===== config.mk =====
export PLATFORM = sky130hd
export DESIGN_NAME = ram_stream_writer
export DESIGN_NICKNAME = d
export VERILOG_FILES = /design/src/rtl/ram_stream_writer.sv
export SDC_FILE = /design/constraint.sdc
export NUM_CORES = 2
export LEC_CHECK = 0
export CAP_MARGIN = 20
export CORE_MARGIN = 3
export CORE_UTILIZATION = 50
export DETAILED_ROUTE_END_ITERATION = 8
export PLACE_DENSITY = 0.77
export SYNTH_ARGS = -nofsm -noshare
export SYNTH_HDL_FRONTEND = slang
export SYNTH_SLANG_ARGS = --single-unit

===== constraint.sdc =====
create_clock -name clk -period 3.05 [get_ports clk]
set_clock_uncertainty 0.2 [all_clocks]
set_input_delay 0.305 -clock clk [delete_from_list [all_inputs] [get_ports clk]]
set_output_delay 0.305 -clock clk [all_outputs]
set_load 0.01 [all_outputs]

===== src/rtl/ram_stream_writer.sv =====
// Stream-to-RAM loader: writes a valid/ready word stream into an internal
// RAM starting at base_addr, with a registered independent read port.
//
// Ports:
//   clk, rst           single clock, synchronous active-high reset
//   start, abort       load request (IDLE only) / cancel active load
//   base_addr, length  first address and word count, latched on start
//   in_data, in_valid  stream word and its qualifier
//   in_ready           word accepted this cycle when in_valid is high
//   busy, done         load in progress / one-cycle completion pulse
//   wr_count           words written by the current or last load
//   rd_addr, q         read address and registered read data
module ram_stream_writer #(
  parameter int DATA_WIDTH = 8,
  parameter int ADDR_WIDTH = 8
) (
  input  logic                  clk,
  input  logic                  rst,
  input  logic                  start,
  input  logic                  abort,
  input  logic [ADDR_WIDTH-1:0] base_addr,
  input  logic [ADDR_WIDTH:0]   length,
  input  logic [DATA_WIDTH-1:0] in_data,
  input  logic                  in_valid,
  output logic                  in_ready,
  output logic                  busy,
  output logic                  done,
  output logic [ADDR_WIDTH:0]   wr_count,
  input  logic [ADDR_WIDTH-1:0] rd_addr,
  output logic [DATA_WIDTH-1:0] q
);

  localparam int DEPTH = 2 ** ADDR_WIDTH;

  localparam logic [1:0] S_IDLE = 2'd0;
  localparam logic [1:0] S_LOAD = 2'd1;
  localparam logic [1:0] S_DONE = 2'd2;

  localparam logic [ADDR_WIDTH-1:0] PTR_ONE = 1;
  localparam logic [ADDR_WIDTH:0]   CNT_ONE = 1;
  localparam logic [ADDR_WIDTH:0]   CNT_ZERO = '0;

  logic [1:0]            state_q, state_d;
  logic [ADDR_WIDTH-1:0] ptr_q, ptr_d;
  logic [ADDR_WIDTH:0]   rem_q, rem_d;
  logic [ADDR_WIDTH:0]   cnt_q, cnt_d;
  logic [DATA_WIDTH-1:0] q_q;
  logic [DATA_WIDTH-1:0] mem_q [DEPTH];

  logic load_st;
  logic hs;
  logic we;

  assign load_st  = (state_q == S_LOAD);
  assign hs       = load_st && in_valid;
  // Reset suppresses the write that would otherwise coincide with it.
  assign we       = hs && !rst;

  assign in_ready = load_st;
  assign busy     = load_st;
  assign done     = (state_q == S_DONE);
  assign wr_count = cnt_q;
  assign q        = q_q;

  always_comb begin
    state_d = state_q;
    ptr_d   = ptr_q;
    rem_d   = rem_q;
    cnt_d   = cnt_q;
    unique case (state_q)
      S_IDLE: begin
        if (start) begin
          cnt_d = CNT_ZERO;
          if (length == CNT_ZERO) begin
            state_d = S_DONE;
          end else begin
            ptr_d   = base_addr;
            rem_d   = length;
            state_d = S_LOAD;
          end
        end
      end
      S_LOAD: begin
        if (hs) begin
          ptr_d = ptr_q + PTR_ONE;
          rem_d = rem_q - CNT_ONE;
          cnt_d = cnt_q + CNT_ONE;
          if (rem_q == CNT_ONE) begin
            state_d = S_DONE;
          end
        end
        // Abort wins over completion: no done pulse once aborted.
        if (abort) begin
          state_d = S_IDLE;
        end
      end
      S_DONE: begin
        state_d = S_IDLE;
      end
      default: begin
        state_d = S_IDLE;
      end
    endcase
  end

  always_ff @(posedge clk) begin
    if (rst) begin
      state_q <= S_IDLE;
      ptr_q   <= '0;
      rem_q   <= '0;
      cnt_q   <= '0;
      q_q     <= '0;
    end else begin
      state_q <= state_d;
      ptr_q   <= ptr_d;
      rem_q   <= rem_d;
      cnt_q   <= cnt_d;
      q_q     <= mem_q[rd_addr];
    end
  end

  // Contents survive reset; the read above sees pre-write data.
  always_ff @(posedge clk) begin
    if (we) begin
      mem_q[ptr_q] <= in_data;
    end
  end

endmodule


## Word level (Yosys, flattened, before mapping)

Memory sizes are Yosys's and may differ from the RTL's. A register that Yosys moved wholly into a read port is not among the register bits.
Cells that the tools add are included.
Widths: inputs -> output; s select.

| storage, ports and cells | value |
|---|---|
| bits in registers | 28 |
| memories kept | 1 |
| logic and storage cells | 44 |
| memory bits (writable) | 2048 |

| operators by class | value |
|---|---|
| reduce and logical (&&, ||, !) cells | 9 |
| equal/unequal tests | 8 |
| add/subtract/negate cells | 3 |
| mux-type cells | 19 |

Memories:

| memory | words | bits a word | read ports | clocked after Yosys merged registers in | write ports | line | text |
|---|---|---|---|---|---|---|---|
| mem_q | 256 | 8 | 1 | 1 | 1 | 48 | `logic [DATA_WIDTH-1:0] mem_q [DEPTH];` |

Operators by type and width:

| operator | count |
|---|---|
| $mux 9 | 5 |
| $pmux 9 s2 | 2 |
| $mux 8 | 3 |
| $pmux 8 s2 | 1 |
| $mux 2 | 5 |
| $add 9x1->9 const B | 1 |
| $eq 9x1->1 const B | 1 |
| $logic_not 9->1 | 1 |
| $sub 9x1->9 const B | 1 |
| $add 8x1->8 const B | 1 |
| $ne 3x2->1 const B | 2 |
| $reduce_and 3->1 | 2 |
| $ne 2x2->1 const B | 2 |
| $pmux 2 s2 | 1 |
| $reduce_and 4->1 | 1 |
| $eq 2x1->1 const B | 1 |
| $eq 2x2->1 const B | 1 |
| $logic_and 1x1->1 | 2 |
| $logic_not 2->1 | 1 |
| $mux 1 | 2 |
| $ne 2x1->1 const B | 1 |
| $reduce_bool 2->1 | 1 |
| $logic_not 1->1 | 1 |

## Depth between registers and ports, before layout

| logic depth | value |
|---|---|
| depth in word-level cells | 5 |
| gate-level depth with buffers | 12 |
| mapped depth without buffers | 7 |

## Least setup slack after synthesis

Ideal clock, no wire load.

| timing | value |
|---|---|
| path type | flip-flop to flip-flop |
| start | register state_q[1] |
| end | memory mem_q[222][0] (enable) |
| setup time | 370 ps |
| required time | 2480 ps |
| arrival time | 1969 ps |
| path slack | 510 ps |
| cell stages (with the launch flop) | 8 |
| path buffers | 2 |
| period minus slack after synthesis | 2540 ps |
| cell sequence | dfxtp_1 -> nand2b_1 -> clkbuf_1 -> nor3b_1 -> and2_1 -> nand3_1 -> clkbuf_1 -> nor2_1 |

| between the ends | value |
|---|---|
| cells in the longest elaborated chain, start to end | 5 |

RTL lines:

| what | line | text |
|---|---|---|
| start: declaration | 43 | `logic [1:0] state_q, state_d;` |
| start signal: assignment | 114 | `state_q <= state_d;` |
| $eq 2x1->1 | 54 | `assign load_st = (state_q == S_LOAD);` |
| $logic_and 1x1->1 | 55 | `assign hs = load_st && in_valid;` |
| $logic_and 1x1->1 | 57 | `assign we = hs && !rst;` |
| $mux 1 | 124 | `if (we) begin` |
| $mux 1 (not written as such) | 125 | `mem_q[ptr_q] <= in_data;` |
| end: declaration | 48 |  |

Every way passes these cells.

==> run_results.csv <==
group,metric,value,unit
logic_synthesis,synth_warnings,0,
floorplan,initial_core_util,0.506,
floorplan,coreArea,161000,um^2
worst_hold_path,holdPathStages,5,
pwr,power.total,59.5,mW
pwr,netSwitchingPower,12.9,mW
timing,tightest_slew,1.08,ns
global_route,overflow,0,
drt,wl_met1,77300,um
logic_synthesis,synth_fa_ha_area_frac,0.00107,
placement,port_buffers,57,
pwr,pwr-share-comb,0.057,
timing,hold_violations,0,
logic_synthesis,synth_compound_gate_area_share,0.0402,
timing,slew_headroom,0.272,
final_layout,nets,4920,
critical_path,cp.arrival,3.61,ns
drt,antenna_left,0,
job,maxCapViolCount,0,
logic_synthesis,synth-main-ff-cell,"edfxtp_1",
pwr,power.share.switching,0.216,
critical_path,criticalPathCategory,"in2reg",
global_route,grt_usage,0.264,
critical_path,critPathCaptureType,"register",
global_route,grt_pass1_vias,45600,
drt,wirelength,222000,um
logic_synthesis,ys_seq_area_frac,0.763,
final_layout,fin_area,95900,um^2
logic_synthesis,synth-edff-count,2048,
timing,setup_viol,0,
timing,drv_slew,0,
timing,fin_crit,3.05,ns
logic_synthesis,ys_ff_latch,2084,
drt,met3_length,30800,um
cts,cts_setup_buffers,0,
cts,cts_sinks,2084,
logic_synthesis,synth_simple_gate_area_frac,0.0351,
logic_synthesis,synth_mux_area_frac,0.140,
floorplan,die_w,410,um
logic_synthesis,syn_nets,4237,
logic_synthesis,yosysUniqueCellTypes,60,
drt,route.vias.total,46300,
cts,htree_levels,4,
final_layout,multi_input_area,17800,um^2
critical_path,worstPathRequired,3.61,ns
logic_synthesis,synth-xor-area-share,0.000537,
cts,cts_made_buffers,198,
logic_synthesis,postSynthCellCount,4192,
pwr,power_density,620,nW/um^2
status,status,"finished clean",
drt,drc,0,
pwr,leakagePower,31.8,nW
timing,fmax,0.328,GHz
global_route,grt_pass1_wl,320000,um
placement,gp_congestion,0.952,
critical_path,r2r_slack,0.21,ns
final_layout,nFillCells,11000,
critical_path,r2r_cells,6,
timing,rsz0062_at_grt,"no",
global_route,grt_max_degree,96,
logic_synthesis,syn_avg_cell_area,19.5,um^2
floorplan,die_area,168000,um^2
floorplan,pin_count,58,
pwr,power_frac_clock,0.412,
floorplan,rows,147,
drt,drtPass1Iterations,6,
pwr,sequentialPowerShare,0.531,
logic_synthesis,async_flop_share,0,
final_layout,area_delta_synth_final,17.6,%
pwr,ir_worst_vdd,0.635,mV
placement,dp.cells,6809,
cts,insertion_delay,0.85,ns
placement,place_area,89100,um^2
timing,fin_crit_sh,1.00,
cts,root_buffer,"clkbuf_16",
critical_path,cp-start-kind,"input pin",
cts,cts_tree,"built",
placement,dpl.hpwl,140000,um
logic_synthesis,synthesis.area,81600,um^2
pwr,power.internal,46.6,mW
drt,wl_per_cell,30.8,um
final_layout,regArea,62200,um^2
logic_synthesis,synth_top_family_by_area,"multiplexers",
drt,drt_iter0_markers,7611,
cts,cts_buffer_depth,3,
drt,vias_per_cell,6.43,
final_layout,fin_cells,7201,
cts,path_clk_slew,0.06,ns
drt,top_layer,"met5",
global_route,antenna_found_initial,11,
drt,dr_wl_met2,101000,um
floorplan,dieHeight,410,um
critical_path,worst-path-max-fanout,17,
worst_hold_path,min_path_type,"in2reg",
final_layout,drive_gt1_frac,0.261,
==> final timing paths <==
check,start,to
setup / recovery,rst,q[3]
hold / removal,length[4],rem_q[4]
setup reg to reg,mem_q[10][1],q[1]
hold reg to reg,rem_q[6],rem_q[6]
==> Yosys cell counts, types with 6 or more instances <==
cell	count	area share
a2111oi_0	7	0.00075
a211oi_1	48	0.0044
a21oi_1	77	0.0047
a22oi_1	55	0.0051
a31oi_1	7	0.00054
and2_1	7	0.00054
and3_1	7	0.00054
buf_1	14	0.00064
buf_2	53	0.0033
buf_4	23	0.0021
buf_6	41	0.0057
buf_8	8	0.0015
clkbuf_1	106	0.0049
dfxtp_1	36	0.0088
edfxtp_1	2048	0.75
ha_1	7	0.0011
inv_1	10	0.00046
mux2i_1	330	0.041
mux4_1	6	0.0019
mux4_2	354	0.098
nand2_1	159	0.0073
nand2b_1	9	0.00069
nand3_1	33	0.0020
nand4_1	19	0.0015
nor2_1	339	0.016
nor2b_1	9	0.00069
nor3_1	40	0.0025
nor4_1	20	0.0015
o21ai_0	49	0.0030
o221ai_1	85	0.0091
o22ai_1	108	0.0083
o31ai_1	8	0.00074
or3_1	8	0.00061
==> sequential cells by signal (all words and copies together), names as in the netlist <==
signal	flops
rem_q	9
ptr_q	8
wr_count	9
mem_q	2048
state_q	2
q	8
==> cell usage in the layout, fill, tap and decap left out, types with 41 or more instances in the layout <==
master,Yosys,routed
clkdlybuf4s50_1,0,45
nand2_1,159,158
mux4_2,354,354
clkbuf_16,0,201
mux2i_1,330,330
clkbuf_1,106,41
buf_4,23,576
o22ai_1,108,108
edfxtp_1,2048,2048
o21ai_0,49,49
nor2_1,339,338
buf_12,5,75
a22oi_1,55,55
a211oi_1,48,48
a21oi_1,77,77
o221ai_1,85,85
==> per-layer routing <==
metal	up-vias	track usage
met3	674	0.0687
met5	-	0
met2	3703	0.398
li1	18600	-
met1	23300	0.360
met4	8	0.126
==> power groups by stage <==
stage | combinational [mW] | sequential (mW) | clock (mW)
after floorplan | 1.61 | 32.1 | 0
after global placement | 3.21 | 32.2 | 0
after detailed placement | 3.27 | 32.2 | 0
after CTS | 3.33 | 31.6 | 24.7
after global routing | 3.52 | 31.6 | 25.8
final | 3.39 | 31.6 | 24.5
==> stage by stage <==
stage | utilization | setup slack [ns] | hold slack [ns] | TNS (ns)
floorplan | - | 0.510 | 0.204 | 0
global placement | 0.553 | -0.813 | 0.285 | -3.70
detailed placement | 0.553 | -0.582 | 0.296 | -3.35
CTS | 0.594 | 0.0470 | 0.00390 | 0
global route | 0.594 | 0.0365 | 0.0875 | 0
finish | 0.594 | 0.000452 | 0.0794 | 0
==> worst max-delay path: stages <==
cell and delay, ns:
dlygate4sd3_1 0.53, clkdlybuf4s50_1 0.46, buf_12 0.18, nor3_1 0.83, a21oi_1 0.30, a211oi_1 0.35
buf_4 0.20, nand4_1 0.26, o31ai_1 0.16
==> area by class of cell <==
type,count,area share
Inverter,11,0.000470
Sequential cell,2084,0.649
Multi-Input combinational cell,1846,0.185
Tap cell,2160,0.0282
Clock buffer,244,0.0544
Clock inverter,120,0.0130
Timing Repair Buffer,734,0.0697
Antenna cell,2,0.0000522
==> cells by family (layout without fill, tap and decap cells) <==
group           Yosys count  after routing
fa+ha+maj                 7              7
buf+inv                 262           1109
mux                     691            691
xor+xnor                  5              5
other cells               0              2
compound gates          476            476
simple gates            667            667
flops                  2084           2084
==> what timing repair did <==
item	4_1_cts	5_1_grt
hold buffers	26	0
endpoints found under the setup margin	2	2
endpoints found under the hold margin	488	0
gates cloned	0	0
resized for setup	1	1
Note: power is estimated with default switching activity, not from simulation.
